$ cat config.mk
export PLATFORM = sky130hd
export DESIGN_NAME = decode
export DESIGN_NICKNAME = d
export VERILOG_FILES = /design/src/rtl/decode.sv
export SDC_FILE = /design/constraint.sdc
export NUM_CORES = 2
export LEC_CHECK = 0
export BUFFER_PORTS_ARGS = -buffer_cell sky130_fd_sc_hd__buf_2
export CELL_PAD_IN_SITES_DETAIL_PLACEMENT = 1
export CELL_PAD_IN_SITES_GLOBAL_PLACEMENT = 2
export CORE_MARGIN = 4
export CORE_UTILIZATION = 35
export CTS_CLUSTER_SIZE = 12
export DETAILED_ROUTE_END_ITERATION = 8
export MAX_ROUTING_LAYER = met4
export PLACE_DENSITY = 0.73
export SETUP_SLACK_MARGIN = 0.3
export SLEW_MARGIN = 20
export SYNTH_ARGS = -nofsm -noshare
export SYNTH_HDL_FRONTEND = slang
export SYNTH_SLANG_ARGS = --single-unit
$ cat constraint.sdc
create_clock -name clk_i -period 2.8 [get_ports clk_i]
set_clock_uncertainty 0.05 [all_clocks]
set_input_delay 0.7 -clock clk_i [delete_from_list [all_inputs] [get_ports clk_i]]
set_output_delay 0.7 -clock clk_i [all_outputs]
set_load 0.02 [all_outputs]
$ cat src/rtl/decode.sv
// ---------------------------------------------------------------------------
// decode -- RV32I decode stage with register file and ID/EX pipeline register.
//
// Decodes the instruction presented by fetch into control fields and a
// sign-extended immediate, reads the 32x32 register file, and registers the
// result into the ID/EX slot consumed by execute. Stall, flush, an invalid
// fetch (update_i low) or the all-zero fetch bubble each load a bubble.
//
// Ports:
//   clk_i, rstn_i              clock (rising edge), async active-low reset
//   pc_i, instr_i, update_i    instruction from fetch and its valid qualifier
//   stall_en, flush            hazard-unit controls, both force a bubble
//   wb_en_i/addr_i/data_i      register-file write port from writeback
//   rs1_addr_d_o, rs2_addr_d_o combinational source addresses for hazards
//   remaining *_o              registered ID/EX fields
// ---------------------------------------------------------------------------
module decode #(
    parameter bit WbBypass = 1'b1
) (
    input  logic        clk_i,
    input  logic        rstn_i,
    input  logic [31:0] pc_i,
    input  logic [31:0] instr_i,
    input  logic        update_i,
    input  logic        stall_en,
    input  logic        flush,
    input  logic        wb_en_i,
    input  logic [4:0]  wb_addr_i,
    input  logic [31:0] wb_data_i,
    output logic [4:0]  rs1_addr_d_o,
    output logic [4:0]  rs2_addr_d_o,
    output logic        valid_o,
    output logic [31:0] pc_o,
    output logic [31:0] rs1_data_o,
    output logic [31:0] rs2_data_o,
    output logic [31:0] imm_o,
    output logic [4:0]  rs1_addr_o,
    output logic [4:0]  rs2_addr_o,
    output logic [4:0]  rd_addr_o,
    output logic        rd_we_o,
    output logic [3:0]  alu_op_o,
    output logic        alu_src_a_o,
    output logic        alu_src_b_o,
    output logic [2:0]  funct3_o,
    output logic        mem_rd_o,
    output logic        mem_wr_o,
    output logic        branch_o,
    output logic        jump_o,
    output logic [1:0]  wb_sel_o,
    output logic        illegal_o
);

    typedef enum logic [3:0] {
        ALU_ADD  = 4'd0,  ALU_SUB  = 4'd1, ALU_SLL = 4'd2, ALU_SLT = 4'd3,
        ALU_SLTU = 4'd4,  ALU_XOR  = 4'd5, ALU_SRL = 4'd6, ALU_SRA = 4'd7,
        ALU_OR   = 4'd8,  ALU_AND  = 4'd9, ALU_PASS_B = 4'd10
    } alu_op_e;

    typedef struct packed {
        logic        valid;
        logic [31:0] pc;
        logic [31:0] rs1_data;
        logic [31:0] rs2_data;
        logic [31:0] imm;
        logic [4:0]  rs1_addr;
        logic [4:0]  rs2_addr;
        logic [4:0]  rd_addr;
        logic        rd_we;
        alu_op_e     alu_op;
        logic        alu_src_a;
        logic        alu_src_b;
        logic [2:0]  funct3;
        logic        mem_rd;
        logic        mem_wr;
        logic        branch;
        logic        jump;
        logic [1:0]  wb_sel;
        logic        illegal;
    } idex_t;

    localparam logic [6:0] OPC_OP     = 7'b0110011;
    localparam logic [6:0] OPC_OP_IMM = 7'b0010011;
    localparam logic [6:0] OPC_LOAD   = 7'b0000011;
    localparam logic [6:0] OPC_STORE  = 7'b0100011;
    localparam logic [6:0] OPC_BRANCH = 7'b1100011;
    localparam logic [6:0] OPC_JAL    = 7'b1101111;
    localparam logic [6:0] OPC_JALR   = 7'b1100111;
    localparam logic [6:0] OPC_LUI    = 7'b0110111;
    localparam logic [6:0] OPC_AUIPC  = 7'b0010111;
    localparam logic [6:0] F7_ALT     = 7'b0100000;

    // Instruction fields
    logic [6:0] opcode, funct7;
    logic [2:0] funct3;
    logic [4:0] rs1, rs2, rd;
    assign opcode = instr_i[6:0];
    assign rd     = instr_i[11:7];
    assign funct3 = instr_i[14:12];
    assign rs1    = instr_i[19:15];
    assign rs2    = instr_i[24:20];
    assign funct7 = instr_i[31:25];

    assign rs1_addr_d_o = rs1;
    assign rs2_addr_d_o = rs2;

    // Immediates, all sign-extended from bit 31
    logic [31:0] imm_i, imm_s, imm_b, imm_u, imm_j;
    assign imm_i = {{20{instr_i[31]}}, instr_i[31:20]};
    assign imm_s = {{20{instr_i[31]}}, instr_i[31:25], instr_i[11:7]};
    assign imm_b = {{19{instr_i[31]}}, instr_i[31], instr_i[7], instr_i[30:25], instr_i[11:8], 1'b0};
    assign imm_u = {instr_i[31:12], 12'h000};
    assign imm_j = {{11{instr_i[31]}}, instr_i[31], instr_i[19:12], instr_i[20], instr_i[30:21], 1'b0};

    // Register file: x0 slot exists but is never written and never read.
    logic [31:0] regs [32];

    // NOTE: the register file is made of flops that must come up cleared, so
    // it is reset explicitly here rather than inferred as an uninitialised RAM.
    always_ff @(posedge clk_i or negedge rstn_i) begin
        if (!rstn_i) begin
            for (int i = 0; i < 32; i++) regs[i] <= '0;
        end else if (wb_en_i && (wb_addr_i != 5'd0)) begin
            regs[wb_addr_i] <= wb_data_i;
        end
    end

    logic [31:0] rs1_rdata, rs2_rdata;
    assign rs1_rdata = (rs1 == 5'd0) ? 32'h0 :
                       (WbBypass && wb_en_i && (wb_addr_i == rs1)) ? wb_data_i : regs[rs1];
    assign rs2_rdata = (rs2 == 5'd0) ? 32'h0 :
                       (WbBypass && wb_en_i && (wb_addr_i == rs2)) ? wb_data_i : regs[rs2];

    // funct3 -> ALU op shared by OP and OP-IMM; alt selects SUB / SRA.
    function automatic alu_op_e alu_from_f3(input logic [2:0] f3, input logic alt);
        case (f3)
            3'b000:  return alt ? ALU_SUB : ALU_ADD;
            3'b001:  return ALU_SLL;
            3'b010:  return ALU_SLT;
            3'b011:  return ALU_SLTU;
            3'b100:  return ALU_XOR;
            3'b101:  return alt ? ALU_SRA : ALU_SRL;
            3'b110:  return ALU_OR;
            default: return ALU_AND;
        endcase
    endfunction

    logic  bubble, illegal;
    idex_t dec, q;

    assign bubble = flush || stall_en || !update_i || (instr_i == 32'h0);

    // NOTE: dec and illegal receive a full default before the case, so no
    // decode path can leave them unassigned and infer a latch.
    always_comb begin
        dec          = '0;
        illegal      = 1'b0;
        dec.valid    = 1'b1;
        dec.pc       = pc_i;
        dec.rs1_data = rs1_rdata;
        dec.rs2_data = rs2_rdata;
        dec.rs1_addr = rs1;
        dec.rs2_addr = rs2;
        dec.rd_addr  = rd;
        dec.funct3   = funct3;
        dec.alu_op   = ALU_ADD;
        case (opcode)
            OPC_OP: begin
                dec.rd_we  = 1'b1;
                dec.alu_op = alu_from_f3(funct3, funct7[5]);
                illegal    = !((funct7 == 7'd0) ||
                               ((funct7 == F7_ALT) && ((funct3 == 3'b000) || (funct3 == 3'b101))));
            end
            OPC_OP_IMM: begin
                dec.rd_we     = 1'b1;
                dec.alu_src_b = 1'b1;
                dec.imm       = imm_i;
                // Upper immediate bits are only an opcode extension for shifts.
                dec.alu_op    = alu_from_f3(funct3, (funct3 == 3'b101) && funct7[5]);
                illegal       = ((funct3 == 3'b001) && (funct7 != 7'd0)) ||
                                ((funct3 == 3'b101) && (funct7 != 7'd0) && (funct7 != F7_ALT));
            end
            OPC_LOAD: begin
                dec.rd_we     = 1'b1;
                dec.mem_rd    = 1'b1;
                dec.wb_sel    = 2'd1;
                dec.alu_src_b = 1'b1;
                dec.imm       = imm_i;
                illegal       = (funct3 == 3'b011) || (funct3 == 3'b110) || (funct3 == 3'b111);
            end
            OPC_STORE: begin
                dec.mem_wr    = 1'b1;
                dec.alu_src_b = 1'b1;
                dec.imm       = imm_s;
                illegal       = (funct3 > 3'b010);
            end
            OPC_BRANCH: begin
                dec.branch    = 1'b1;
                dec.alu_src_a = 1'b1;
                dec.alu_src_b = 1'b1;
                dec.imm       = imm_b;
                illegal       = (funct3 == 3'b010) || (funct3 == 3'b011);
            end
            OPC_JAL: begin
                dec.rd_we     = 1'b1;
                dec.jump      = 1'b1;
                dec.wb_sel    = 2'd2;
                dec.alu_src_a = 1'b1;
                dec.alu_src_b = 1'b1;
                dec.imm       = imm_j;
            end
            OPC_JALR: begin
                dec.rd_we     = 1'b1;
                dec.jump      = 1'b1;
                dec.wb_sel    = 2'd2;
                dec.alu_src_b = 1'b1;
                dec.imm       = imm_i;
                illegal       = (funct3 != 3'b000);
            end
            OPC_LUI: begin
                dec.rd_we     = 1'b1;
                dec.alu_op    = ALU_PASS_B;
                dec.alu_src_b = 1'b1;
                dec.imm       = imm_u;
            end
            OPC_AUIPC: begin
                dec.rd_we     = 1'b1;
                dec.alu_src_a = 1'b1;
                dec.alu_src_b = 1'b1;
                dec.imm       = imm_u;
            end
            default: illegal = 1'b1;
        endcase

        // An illegal instruction still occupies the slot but has no side effects.
        if (illegal) begin
            dec.rd_we   = 1'b0;
            dec.mem_rd  = 1'b0;
            dec.mem_wr  = 1'b0;
            dec.branch  = 1'b0;
            dec.jump    = 1'b0;
            dec.illegal = 1'b1;
        end

        if (bubble) dec = '0;
    end

    // NOTE: pipeline state uses non-blocking assignments so every flop samples
    // the pre-edge values regardless of block evaluation order.
    always_ff @(posedge clk_i or negedge rstn_i) begin
        if (!rstn_i) q <= '0;
        else         q <= dec;
    end

    assign valid_o     = q.valid;
    assign pc_o        = q.pc;
    assign rs1_data_o  = q.rs1_data;
    assign rs2_data_o  = q.rs2_data;
    assign imm_o       = q.imm;
    assign rs1_addr_o  = q.rs1_addr;
    assign rs2_addr_o  = q.rs2_addr;
    assign rd_addr_o   = q.rd_addr;
    assign rd_we_o     = q.rd_we;
    assign alu_op_o    = q.alu_op;
    assign alu_src_a_o = q.alu_src_a;
    assign alu_src_b_o = q.alu_src_b;
    assign funct3_o    = q.funct3;
    assign mem_rd_o    = q.mem_rd;
    assign mem_wr_o    = q.mem_wr;
    assign branch_o    = q.branch;
    assign jump_o      = q.jump;
    assign wb_sel_o    = q.wb_sel;
    assign illegal_o   = q.illegal;

endmodule

* After elaboration in Yosys (flattened, before gate mapping)
Cells that the tools add are included.
** Word-level totals
- Register bits after elaboration :: 1185
- Bits in latches :: 0
- Memory bits (writable) :: 0
- Memory bits (read-only) :: 0
- Input bits :: 107
- Output and inout port bits :: 171
- Memories kept :: 0
** Operators by class
- Add/sub/neg operators :: 0
- $mul :: 0
- Divide/modulo/power cells :: 0
- $lt $le $gt $ge :: 5
- Eq/ne operators :: 20
- Shift-type cells :: 0
- Mux-type cells :: 34
- Bitwise gates (word level) :: 3
- Reduce and logical (&&, ||, !) cells :: 35
** Operators with widths (count)
- $bwmux 1024 :: 1
- $bmux 32 s5 :: 2
- $mux 32 :: 9
- $mux 161 :: 1
- $demux 32 s5 :: 1
- $pmux 32 s5 :: 1
- $pmux 4 s7 :: 2
- $logic_not 32->1 :: 1
- $eq 7x6->1 const B :: 4
- $eq 7x7->1 const B :: 3
- $ge 6x6->1 const B :: 3
- $not 5->6 :: 3
- $eq 7x5->1 const B :: 2
- $mux 1 :: 13
- $eq 3x3->1 const B :: 4
- $pmux 4 s3 :: 1
- $eq 5x5->1 :: 2
- $logic_not 5->1 :: 2
- $logic_and 1x1->1 :: 9
- $logic_or 1x1->1 :: 9
- $reduce_or 3->1 :: 3
- $reduce_or 8->1 :: 1
- $eq 7x2->1 const B :: 1
- $logic_not 7->1 :: 1
- 15 further kinds :: 18

* Depth between registers and ports, before layout
- Depth after elaboration :: 8
- Mapped depth :: 10
- Mapped depth without buffers :: 6

* Least setup slack after synthesis
No wires, ideal clock.
- Kind :: input-to-reg
- From :: in instr_i[20]
- To :: reg q, in the netlist rs2_data_o[22]
- Setup time :: 0.126 ns
- Data arrival time :: 2.260 ns
- Required time :: 2.624 ns
- Slack :: 0.364 ns
- Stages :: 6
- Path buffers :: 2
- Cells stage by stage :: clkbuf_1 -> buf_2 -> mux4_2 -> a22oi_1 -> a21oi_1 -> a221o_1
** RTL lines
- from (decl) :: RTL line 23 : input logic [31:0] instr_i,
- to (signal assigned) :: RTL line 250 : if (!rstn_i) q <= '0;
- to (signal assigned) :: RTL line 251 : else q <= dec;
- to (decl) :: RTL line 148 : idex_t dec, q;

==> results.json <==
{
  "status": "finished, final reports clean",
  "grt_usage_pct": 25.8,
  "synthTopCellsByArea": "dfrtp_1 (49%), mux2_2 (19%), mux4_2 (15%), mux2i_1 (4.1%), clkbuf_1 (1.6%)",
  "wl_per_cell_um": 33.5,
  "ys.flop_type": "dfrtp_1",
  "crit_chain": "buf_2, nor3_1, nand4_1, o41ai_4, a211o_1, buf_4, nor2_1",
  "drive_above_1_share_pct": 51.4,
  "syn_inst": 4085,
  "cts_buffers": 137,
  "grt_pass1_wl_um": 326000,
  "ff2ff_setup_slack_ps": 830,
  "initial_core_util_pct": 35.3,
  "fp.dieH_um": 422,
  "totalPowerFinal_mw": 49.7,
  "drt-pass1-iter-count": 6,
  "place_inst": 6488,
  "critPathCaptureType": "flip-flop",
  "crit_cells": 7,
  "clk_pin_slew_ps": 50,
  "synthMuxAreaShare_pct": 37.9,
  "ios": 278,
  "htree_levels": 4,
  "min_from": "pc_i[21]",
  "reg2reg_to": "rs1_data_o[6]$_DFF_PN0_",
  "cellLeakagePower_nw": 31.9,
  "hold_end": "pc_o[21]$_DFF_PN0_",
  "antenna_left": 0,
  "io_buffers": 277,
  "yosys_register_bits": 1185,
  "critPathArrivalTime_ps": 3090,
  "finalCriticalPeriod_ps": 2490,
  "drt_iter0_markers": 3771,
  "setup_viol": 0,
  "synth_xor_area_share_pct": 0.161,
  "yosys.area.top_type": "dfrtp_1",
  "min_period_over_period_pct": 89.0,
  "whs_path_depth": 2,
  "dr_total_vias": 40900,
  "synthArstFlopShare_pct": 100,
  "ys_types": 59,
  "cts_tree": "built",
  "fin_cells": 6743,
  "r2r_cells": 6,
  "gp_congestion": 0.849,
  "fillers": 16900,
  "grt.overflow.total": 0,
  "post_cts_buffers": 0,
  "yosysSeqAreaShare_pct": 49.4,
  "cpPeakStageDelay_ps": 770,
  "powerDensity_nw_per_um2": 695,
  "yosys_warnings": 0,
  "hold_viol": 0,
  "cts_root_buffer": "clkbuf_16",
  "rsz0062_at_grt": "false",
  "cp.buffers_inverters": 2,
  "crit_family": "simple AND/OR/NAND/NOR gates",
  "rows": 151,
  "drc": 0,
  "die_area_um2": 178000,
  "clock-sinks": 1185,
  "clk_path_buf_depth": 3,
  "worst_pin_slew_ps": 946,
  "synthAdderAreaFrac_pct": 0,
  "synth-edff-count": 0,
  "avgSynthCellArea_um2": 14.7,
  "max_freq_ghz": 0.401,
  "synth_top_area_share_pct": 49.4,
  "fin_nets": 4517,
  "report.final.slew_viol_count": 0,
  "grt_max_degree": 75,
  "setup_tns_ps": 0,
  "slowest_stage": "nor3_1",
  "insertion_delay_ps": 790,
  "ir_drop_mv": 0.623,
  "synth_nets": 4192,
  "slew_headroom_pct": 36.5,
  "synth_top_family_by_area": "multiplexers",
  "max_cap_violations": 0,
  "vias_per_cell": 6.07,
  "timing_worst_setup_path_type": "primary input to flip-flop",
  "required_ps": 3400,
  "yosys.area_share.simple_pct": 2.13,
  "antenna_found_initial": 15,
  "hold_class": "primary input to flip-flop",
  "place_hpwl_um": 145000,
  "reg2reg_from": "regs[166]$_DFFE_PN0P_",
  "area_delta_synth_final_pct": 19.3,
  "critPathLaunchType": "primary input",
  "die_w_um": 422,
  "grt_pass1_vias": 43400,
  "synth_compound_area_share_pct": 6.71,
  "critPathMaxFanout": 9,
  "coreArea_um2": 170000,
  "synth.cell_area_um2": 60000,
  "routed_wl_um": 226000
}
## worst max path at each step
stage                     slack (ps)                  endpoint   startpoint
after global routing             380       imm_o[15]$_DFF_PN0_   instr_i[5]
after floorplan                  360  rs2_data_o[22]$_DFF_PN0_  instr_i[20]
final                            310       imm_o[15]$_DFF_PN0_   instr_i[5]
after global placement          -460       imm_o[15]$_DFF_PN0_   instr_i[5]
after detailed placement        -390       imm_o[15]$_DFF_PN0_   instr_i[5]
after CTS                        300           rs2_addr_d_o[2]  instr_i[22]
## cell type report
class | instances | area [um2] | area share (%)
tap | 2218 | 2780 | 3.88
clock inverter | 38 | 427 | 0.596
sequential | 1185 | 29700 | 41.4
antenna | 11 | 27.5 | 0.0385
multi-input combinational | 2430 | 28400 | 39.7
timing repair buffer | 649 | 6100 | 8.53
clock buffer | 205 | 4100 | 5.73
inverter | 7 | 26.3 | 0.0367
## layout by cell type, fill, tap and decap left out, types with 11 or more instances in the layout
master | Yosys | final
a221oi_1 | 74 | 74
a22o_1 | 69 | 69
o221ai_1 | 22 | 22
a211oi_1 | 47 | 47
clkinv_2 | 0 | 20
dfrtp_1 | 1185 | 1183
buf_12 | 0 | 149
a221o_1 | 32 | 32
buf_4 | 47 | 224
o22ai_1 | 22 | 22
nor2_4 | 0 | 21
and2_1 | 52 | 50
o21bai_1 | 33 | 33
a21oi_1 | 81 | 81
clkbuf_16 | 0 | 142
mux2i_1 | 248 | 248
a22oi_1 | 123 | 123
diode_2 | 0 | 11
mux2_2 | 992 | 992
nor2_1 | 49 | 28
buf_2 | 94 | 269
mux4_2 | 404 | 404
nand2_1 | 73 | 58
clkbuf_8 | 0 | 31
clkbuf_1 | 248 | 32
## logic make-up (layout without fill, tap and decap cells)
kind of cell | count (synthesis) | after routing
muxes | 1644 | 1644
DFF | 1185 | 1185
AOI/OAI and AO/OA | 529 | 529
buffers and inverters | 470 | 899
and+or+nand+nor | 246 | 246
xor gates and xnor gates | 11 | 11
other | 0 | 11
## registers in the layout (all words and copies together) (netlist names), 2 cells and up
name and cells:
regs 1024, imm_o 32, pc_o 32, rs1_data_o 32
rs2_data_o 32, rd_addr_o 5, rs1_addr_o 5, rs2_addr_o 5
alu_op_o 4, funct3_o 3, wb_sel_o 2
## timing repair
| action | 4_1_cts | 5_1_grt |
|---|---|---|
| gates resized for setup | 2 | 1 |
| hold endpoints to repair | 13 | 0 |
| endpoints found under the setup margin | 2 | 1 |
| hold buffers | 1 | 0 |
## stage by stage
stage          setup slack [ps]  util (%)  hold WS (ps)  instance area [um2]
2_1_floorplan               364         -           354                60000
3_3_place_gp               -459      39.4           328                67000
3_5_place_dp               -393      39.4           334                67000
4_1_cts                     301      42.1          22.9                71500
5_1_grt                     375      42.1          55.3                71500
6_report                    307      42.1          88.1                71500
## power by group
| group | switching, mW | internal (mW) |
|---|---|---|
| Clock | 7.56 | 10.8 |
| Sequential | 2.22 | 20.0 |
| Combinational | 3.84 | 5.33 |
| Total | 13.6 | 36.1 |
## cell usage after synthesis (all sizes together), types with 2 or more instances
cell / n
a22o: 69
nor3b: 7
o22ai: 22
mux2: 992
nand4: 3
or3b: 2
dfrtp: 1185
a221oi: 74
o221ai: 22
nor3: 7
xor2: 7
o21a: 2
o21ai: 14
and3: 10
mux2i: 248
a211oi: 47
nor4: 7
o21bai: 33
buf: 215
nand2: 73
a22oi: 123
or3: 2
nor2b: 8
clkbuf: 248
inv: 6
a31o: 2
and2: 52
a21oi: 81
nand3: 9
nand2b: 3
xnor2: 4
nand3b: 6
nor2: 50
mux4: 404
a221o: 32
nor4b: 3
## worst reg2reg max path: stages (launching register included)
cell	delay [ps]
dfrtp_1	410
mux4_2	460
a22o_1	260
a211oi_1	260
buf_4	170
a21oi_1	40
a22o_1	190
## per-layer routing
layer  GRT usage (%)  vias to the layer above  share of wire, %  routed length, um
met5               -                        -                 0                  0
met4            11.3                        0               4.9              11000
met3            4.49                      472               6.1              13800
met2            39.8                     1537                47             106000
met1            33.7                    22500                42              95400
li1                -                    16400                 -                  -
Note: power is estimated with default switching activity, not from simulation.
